**src/rtl/unibus_pkg.sv**
```systemverilog
// Shared Unibus master definitions: FSM states, CSR indices, ID word and bus cycle codes.
package unibus_pkg;

    typedef enum logic [2:0] {
        S_IDLE,
        S_REQ,
        S_WAITSACK,
        S_ADDR,
        S_MSYN,
        S_HOLD,
        S_END
    } state_t;

    typedef enum logic [1:0] {
        CF_DATI  = 2'd0,
        CF_DATIP = 2'd1,
        CF_DATO  = 2'd2,
        CF_DATOB = 2'd3
    } cfunc_t;

    localparam logic [2:0]  REG_ID   = 3'd0;
    localparam logic [2:0]  REG_CSR  = 3'd1;
    localparam logic [2:0]  REG_DATA = 3'd2;
    localparam logic [31:0] ID_WORD  = 32'h554D2001;
    localparam logic [31:0] BAD_REG  = 32'hDEADBEEF;

    // Counter width able to hold the larger of the two timing loads.
    function automatic int cnt_width(input int a, input int b);
        int m;
        m = (a > b) ? a : b;
        return (m < 2) ? 1 : $clog2(m);
    endfunction

endpackage

```
**src/rtl/unimaster_cnt.sv**
```systemverilog
// Loadable down-counter; done is high once the count has reached zero.
module unimaster_cnt #(
    parameter int WIDTH = 10
) (
    input  logic             clk,
    input  logic             rst_n,
    input  logic             load,
    input  logic [WIDTH-1:0] load_val,
    input  logic             en,
    output logic             done
);

    logic [WIDTH-1:0] cnt_q, cnt_d;

    always_comb begin
        cnt_d = cnt_q;
        if (load) begin
            cnt_d = load_val;
        end else if (en && (cnt_q != '0)) begin
            cnt_d = cnt_q - WIDTH'(1);
        end
    end

    always_ff @(posedge clk or negedge rst_n) begin
        if (!rst_n) begin
            cnt_q <= '0;
        end else begin
            cnt_q <= cnt_d;
        end
    end

    assign done = (cnt_q == '0);

endmodule

```
**src/rtl/unimaster.sv**
```systemverilog
// Unibus NPR bus master driven by a small ARM-side register file.
// Define UNIMASTER_TIMEOUT_EN to enable the MSYN/SSYN timeout and the tmo status bit.
module unimaster
    import unibus_pkg::*;
#(
    parameter int SETTLE = 8,
    parameter int TMOCYC = 1000
) (
    input  logic        CLOCK,
    input  logic        RESET_N,
    input  logic        armwrite,
    input  logic [2:0]  armraddr,
    input  logic [2:0]  armwaddr,
    input  logic [31:0] armwdata,
    output logic [31:0] armrdata,
    input  logic [15:0] d_in_h,
    input  logic        ssyn_in_h,
    input  logic        init_in_h,
    input  logic        npg_in_h,
    input  logic        bbsy_in_h,
    output logic [17:0] a_out_h,
    output logic [1:0]  c_out_h,
    output logic [15:0] d_out_h,
    output logic        msyn_out_h,
    output logic        npr_out_h,
    output logic        sack_out_h,
    output logic        bbsy_out_h
);

`ifdef UNIMASTER_TIMEOUT_EN
    localparam bit TIMEOUT_EN = 1'b1;
`else
    localparam bit TIMEOUT_EN = 1'b0;
`endif

    localparam int            CW        = cnt_width(SETTLE, TMOCYC);
    localparam logic [CW-1:0] SETTLE_LD = CW'(SETTLE - 1);
    localparam logic [CW-1:0] TMO_LD    = CW'(TMOCYC - 1);

    state_t      state_q, state_d;
    cfunc_t      cfunc_q, cfunc_d;
    logic [17:0] addr_q, addr_d;
    logic [15:0] data_q, data_d;
    logic        tmo_q, tmo_d;
    logic        abort_q, abort_d;
    logic        start_pend_q, start_pend_d;
    logic [17:0] a_out_q, a_out_d;
    logic [1:0]  c_out_q, c_out_d;
    logic [15:0] d_out_q, d_out_d;
    logic        msyn_q, msyn_d;
    logic        npr_q, npr_d;
    logic        sack_q, sack_d;
    logic        bbsy_q, bbsy_d;

    logic          cnt_load, cnt_en, cnt_done;
    logic [CW-1:0] cnt_val;
    logic          busy, csr_wr, data_wr;
    logic          unused_wdata;

    assign unused_wdata = ^armwdata[28:18];
    assign busy    = (state_q != S_IDLE);
    assign csr_wr  = armwrite && (armwaddr == REG_CSR) && !busy;
    assign data_wr = armwrite && (armwaddr == REG_DATA) && !busy;

    unimaster_cnt #(.WIDTH(CW)) u_cnt (
        .clk      (CLOCK),
        .rst_n    (RESET_N),
        .load     (cnt_load),
        .load_val (cnt_val),
        .en       (cnt_en),
        .done     (cnt_done)
    );

    always_comb begin
        state_d      = state_q;
        cfunc_d      = cfunc_q;
        addr_d       = addr_q;
        data_d       = data_q;
        tmo_d        = tmo_q;
        abort_d      = abort_q;
        start_pend_d = start_pend_q;
        a_out_d      = a_out_q;
        c_out_d      = c_out_q;
        d_out_d      = d_out_q;
        msyn_d       = msyn_q;
        npr_d        = npr_q;
        sack_d       = sack_q;
        bbsy_d       = bbsy_q;
        cnt_load     = 1'b0;
        cnt_val      = SETTLE_LD;
        cnt_en       = 1'b0;

        case (state_q)
            S_IDLE: begin
                if (csr_wr) begin
                    cfunc_d      = cfunc_t'(armwdata[30:29]);
                    addr_d       = armwdata[17:0];
                    tmo_d        = 1'b0;
                    abort_d      = 1'b0;
                    start_pend_d = armwdata[31];
                end
                if (data_wr) begin
                    data_d = armwdata[15:0];
                end
                // A start requested while INIT is asserted waits here until INIT drops.
                if (start_pend_d && !init_in_h) begin
                    start_pend_d = 1'b0;
                    npr_d        = 1'b1;
                    state_d      = S_REQ;
                end
            end
            S_REQ: begin
                if (npg_in_h) begin
                    npr_d   = 1'b0;
                    sack_d  = 1'b1;
                    state_d = S_WAITSACK;
                end
            end
            S_WAITSACK: begin
                if (!npg_in_h && !bbsy_in_h && !ssyn_in_h) begin
                    bbsy_d   = 1'b1;
                    a_out_d  = addr_q;
                    c_out_d  = cfunc_q;
                    d_out_d  = cfunc_q[1] ? data_q : 16'h0000;
                    cnt_load = 1'b1;
                    cnt_val  = SETTLE_LD;
                    state_d  = S_ADDR;
                end
            end
            S_ADDR: begin
                cnt_en = 1'b1;
                if (cnt_done) begin
                    msyn_d   = 1'b1;
                    sack_d   = 1'b0;
                    cnt_load = 1'b1;
                    cnt_val  = TMO_LD;
                    state_d  = S_MSYN;
                end
            end
            S_MSYN: begin
                cnt_en = 1'b1;
                if (ssyn_in_h) begin
                    cnt_load = 1'b1;
                    cnt_val  = SETTLE_LD;
                    state_d  = S_HOLD;
                end else if (TIMEOUT_EN && cnt_done) begin
                    tmo_d   = 1'b1;
                    msyn_d  = 1'b0;
                    state_d = S_END;
                end
            end
            S_HOLD: begin
                cnt_en = 1'b1;
                if (cnt_done) begin
                    if (!cfunc_q[1]) begin
                        data_d = d_in_h;
                    end
                    msyn_d  = 1'b0;
                    state_d = S_END;
                end
            end
            S_END: begin
                msyn_d = 1'b0;
                if (!ssyn_in_h || tmo_q) begin
                    a_out_d = '0;
                    c_out_d = '0;
                    d_out_d = '0;
                    bbsy_d  = 1'b0;
                    state_d = S_IDLE;
                end
            end
            default: state_d = S_IDLE;
        endcase

        // Bus INIT aborts any cycle in progress and releases the bus.
        if (busy && init_in_h) begin
            a_out_d      = '0;
            c_out_d      = '0;
            d_out_d      = '0;
            msyn_d       = 1'b0;
            npr_d        = 1'b0;
            sack_d       = 1'b0;
            bbsy_d       = 1'b0;
            abort_d      = 1'b1;
            start_pend_d = 1'b0;
            cnt_load     = 1'b0;
            state_d      = S_IDLE;
        end
    end

    always_ff @(posedge CLOCK or negedge RESET_N) begin
        if (!RESET_N) begin
            state_q      <= S_IDLE;
            cfunc_q      <= CF_DATI;
            addr_q       <= '0;
            data_q       <= '0;
            tmo_q        <= 1'b0;
            abort_q      <= 1'b0;
            start_pend_q <= 1'b0;
            a_out_q      <= '0;
            c_out_q      <= '0;
            d_out_q      <= '0;
            msyn_q       <= 1'b0;
            npr_q        <= 1'b0;
            sack_q       <= 1'b0;
            bbsy_q       <= 1'b0;
        end else begin
            state_q      <= state_d;
            cfunc_q      <= cfunc_d;
            addr_q       <= addr_d;
            data_q       <= data_d;
            tmo_q        <= tmo_d;
            abort_q      <= abort_d;
            start_pend_q <= start_pend_d;
            a_out_q      <= a_out_d;
            c_out_q      <= c_out_d;
            d_out_q      <= d_out_d;
            msyn_q       <= msyn_d;
            npr_q        <= npr_d;
            sack_q       <= sack_d;
            bbsy_q       <= bbsy_d;
        end
    end

    always_comb begin
        case (armraddr)
            REG_ID:   armrdata = ID_WORD;
            REG_CSR:  armrdata = {busy, cfunc_q, tmo_q, abort_q, 9'b0, addr_q};
            REG_DATA: armrdata = {16'h0000, data_q};
            default:  armrdata = BAD_REG;
        endcase
    end

    assign a_out_h    = a_out_q;
    assign c_out_h    = c_out_q;
    assign d_out_h    = d_out_q;
    assign msyn_out_h = msyn_q;
    assign npr_out_h  = npr_q;
    assign sack_out_h = sack_q;
    assign bbsy_out_h = bbsy_q;

endmodule

```
**config.mk**
```make
export PLATFORM = sky130hd
export DESIGN_NAME = unimaster
export DESIGN_NICKNAME = d
export VERILOG_FILES = /design/src/rtl/unibus_pkg.sv /design/src/rtl/unimaster_cnt.sv /design/src/rtl/unimaster.sv
export SDC_FILE = /design/constraint.sdc
export NUM_CORES = 1
export LEC_CHECK = 0
export ABC_AREA = 1
export CORE_MARGIN = 4
export CORE_UTILIZATION = 48
export DETAILED_ROUTE_END_ITERATION = 8
export PLACE_DENSITY = 0.81
export SYNTH_ARGS = -nofsm -noshare
export SYNTH_HDL_FRONTEND = slang
export SYNTH_SLANG_ARGS = --single-unit
```
**constraint.sdc**
```tcl
create_clock -name CLOCK -period 1.8 [get_ports CLOCK]
set_input_delay 0.18 -clock CLOCK [delete_from_list [all_inputs] [get_ports CLOCK]]
set_output_delay 0.18 -clock CLOCK [all_outputs]
set_load 0.005 [all_outputs]
```
==> results.md <==
* Status: complete, no violations
* Drt wl/cell at 15.8 µm
* Top_reg_cell synth: dfrtp_1
* Die ar. at 0.0110 mm²
* TritonCTS Buffers at 9
* Input/output buffers at 120
* Crit path max-delay cell type: clkdlybuf4s50_1
* Crit path buffers/inverters at 4
* R2R Setup Slk at 0.12 ns
* Synth Register Bits at 91
* Final Slew Violations at 0
* Synth warn at 0
* Io pins at 133
* Period minus WS final at 1.77 ns
* Global-route wire length before repair at 20.2 mm
* P_leak at 3.15 nW
* Die extent in x at 105 µm
* Final setup margin at 0.0349 ns
* Slowest stage delay, CP at 0.53 ns
* Initial DRT Pass Iterations at 5
* Yosys top cell area share at 0.503
* Largest net degree at the start of global routing at 42
* CP Class: input port to primary output
* Global route overflow at 0
* Antenna violations before repair at 0
* Clock tree sinks at 91
* CP Capture Type: primary output
* Post-synth top area cell: dfrtp_1
* Worst Path Required at 1.62 ns
* Routed WL at 12.7 mm
* Post-synth ARST share at 1.00
* Fraction of layout cells with a size suffix above 1 at 0.115
* Syn Area/Cell at 8.06 µm²
* CTS tree: done
* P per Cell Area at 1370 mW/mm²
* CP Data Arrival Time at 1.59 ns
* Post-synth cell types at 29
* DR vias/cell at 5.35
* Clk_skew at 0.0108 ns
* Max Cap Viol at 0
* Count leader, synth: nand2_1
* Ranking of synthesized cells by area: dfrtp_1 (50%), nand2_1 (11%), inv_1 (6.1%)
* H-tree levels at 3
* Gr usage total at 0.227
* Synthesized area at 0.00452 mm²
* Layout overhead on the synthesized area at 37.7%
* Fmax at 567 MHz
* Top cells by count, synth: nand2_1 (129), dfrtp_1 (91), inv_1 (74), nor2_1 (52), a21oi_1 (32)
* Final critical-path share of the clock period at 0.981
* CTS root buffer: clkbuf_8
* Layout net count at 751
* Row cnt at 35
* Starting Density at 0.492
* Post-synth EDFFs at 0
* RSZ-0062 raised after global routing: yes
* Syn Nets at 624
* Crit start category: input port
* Final core occ at 0.677
* Antenna Nets Post-Route at 0
* VDD IR max at 682 µV
* Clock Latency Late Sink at 0.35 ns
* Final setup violation count at 0
* Clock Tree Buf Depth at 2
* Register area share after synthesis at 0.503
* CP max FO at 21
* DP Wirelength at 8.99 mm
* CP delay by family, top: buffers and inverters
* Reg clk slew, reported paths at 0.10 ns
* Final GP Congestion at 0.923
* First DRT Iteration DRCs at 190
* Core box area at 0.00920 mm²
* DRC at 0
* Worst Hold Class: input port to async pin
* Fin. Hold Viols at 0
* Vias at 4301
* Ant diodes at 0
* Post-Synthesis Cells at 561
* Worst slack, placed at -0.458 ns
* DIE HEIGHT at 105 µm
* Vias in the first global route at 4136
* Crit path cell chain: dlygate4sd2_1 > inv_1 > nand3_1 > buf_6 > o22ai_2 > clkdlybuf4s50_1
## path summary, 6_finish.rpt
kind                                   startpoint                endpoint  cells after the start
min reg2reg                bbsy_out_h$_DFFE_PN0P_  bbsy_out_h$_DFFE_PN0P_                      2
min                                       RESET_N  a_out_h[6]$_DFFE_PN0P_                      2
max in group asynchronous                 RESET_N  state_q[1]$_DFFE_PN0P_                      3
max reg2reg                state_q[0]$_DFFE_PN0P_  a_out_h[5]$_DFFE_PN0P_                      9
min in group CLOCK                   armwdata[16]  addr_q[16]$_DFFE_PN0P_                      3
max                                   armraddr[1]            armrdata[14]                      6
## stage by stage
stage                     std cells  power (mW)  instance area [µm²]  hold slack [ns]  TNS [ns]
after CTS                       800        8.36                 6130            0.293         0
after global placement          782        6.91                 5920            0.138     -5.91
after detailed placement        782        7.05                 5920            0.138     -7.59
after global routing            804        9.18                 6230            0.313   -0.0172
final                           804        8.51                 6230            0.295         0
after floorplan                 561        5.37                 4520           -0.116         0
## timing repair
item                                    CTS  global route
endpoints found under the setup margin   29            57
gates resized for setup                  26            16
hold buffers                              1             0
cloned                                    0             1
pin swaps                                 1             1
buffers inserted                          1             3
endpoints found under the hold margin    28             0
## power by group
group / switching [mW] / internal (mW)
registers: 0.492 / 2.93
clock network: 0.770 / 0.523
logic: 2.02 / 1.78
## cells by family after synthesis
kind of cell,synth area share
adder cells (fa/ha/maj),0.00553
AO/OA/AOI/OAI,0.133
buffers and inverters,0.107
AND/OR/NAND/NOR,0.218
multiplexers,0.0265
other,0.000829
flip-flops,0.503
XOR/XNOR,0.00581
## sequential cells by signal (all words and copies together) (netlist names)
signal / flops
a_out_h: 18
start_pend_q: 1
abort_q: 1
bbsy_out_h: 1
d_out_h: 16
data_q: 16
sack_out_h: 1
state_q: 3
addr_q: 18
cfunc_q: 2
npr_out_h: 1
c_out_h: 2
msyn_out_h: 1
u_cnt.cnt_q: 10
## layer usage
layer	vias up	GRT usage	wire (µm)
met4	0	0.0759	226
met2	159	0.378	6300
met1	2080	0.298	5390
met3	18	0.0439	807
li1	2044	-	-
met5	-	0	0
## cell usage in the layout (no fill, tap or decap), types with 7 or more instances in the layout
cell	instances
o221ai_1	10
inv_1	70
buf_4	13
dfrtp_1	88
nand2_2	7
nand2_1	128
o21ai_0	25
clkbuf_8	9
dlygate4sd2_1	17
clkdlybuf4s50_1	100
buf_12	8
a21oi_1	32
nand3_1	30
nor2_1	48
o21ai_1	28
mux2i_1	12
inv_2	11
## final cells by class
type	count	area, µm²
clock buffer	9	124
clock inverter	7	62.6
fill	748	2970
inverter	82	310
multi-input combinational	359	1810
sequential	91	2280
tap	111	139
timing repair buffer	145	1500
(Power assumes the default switching activity.)
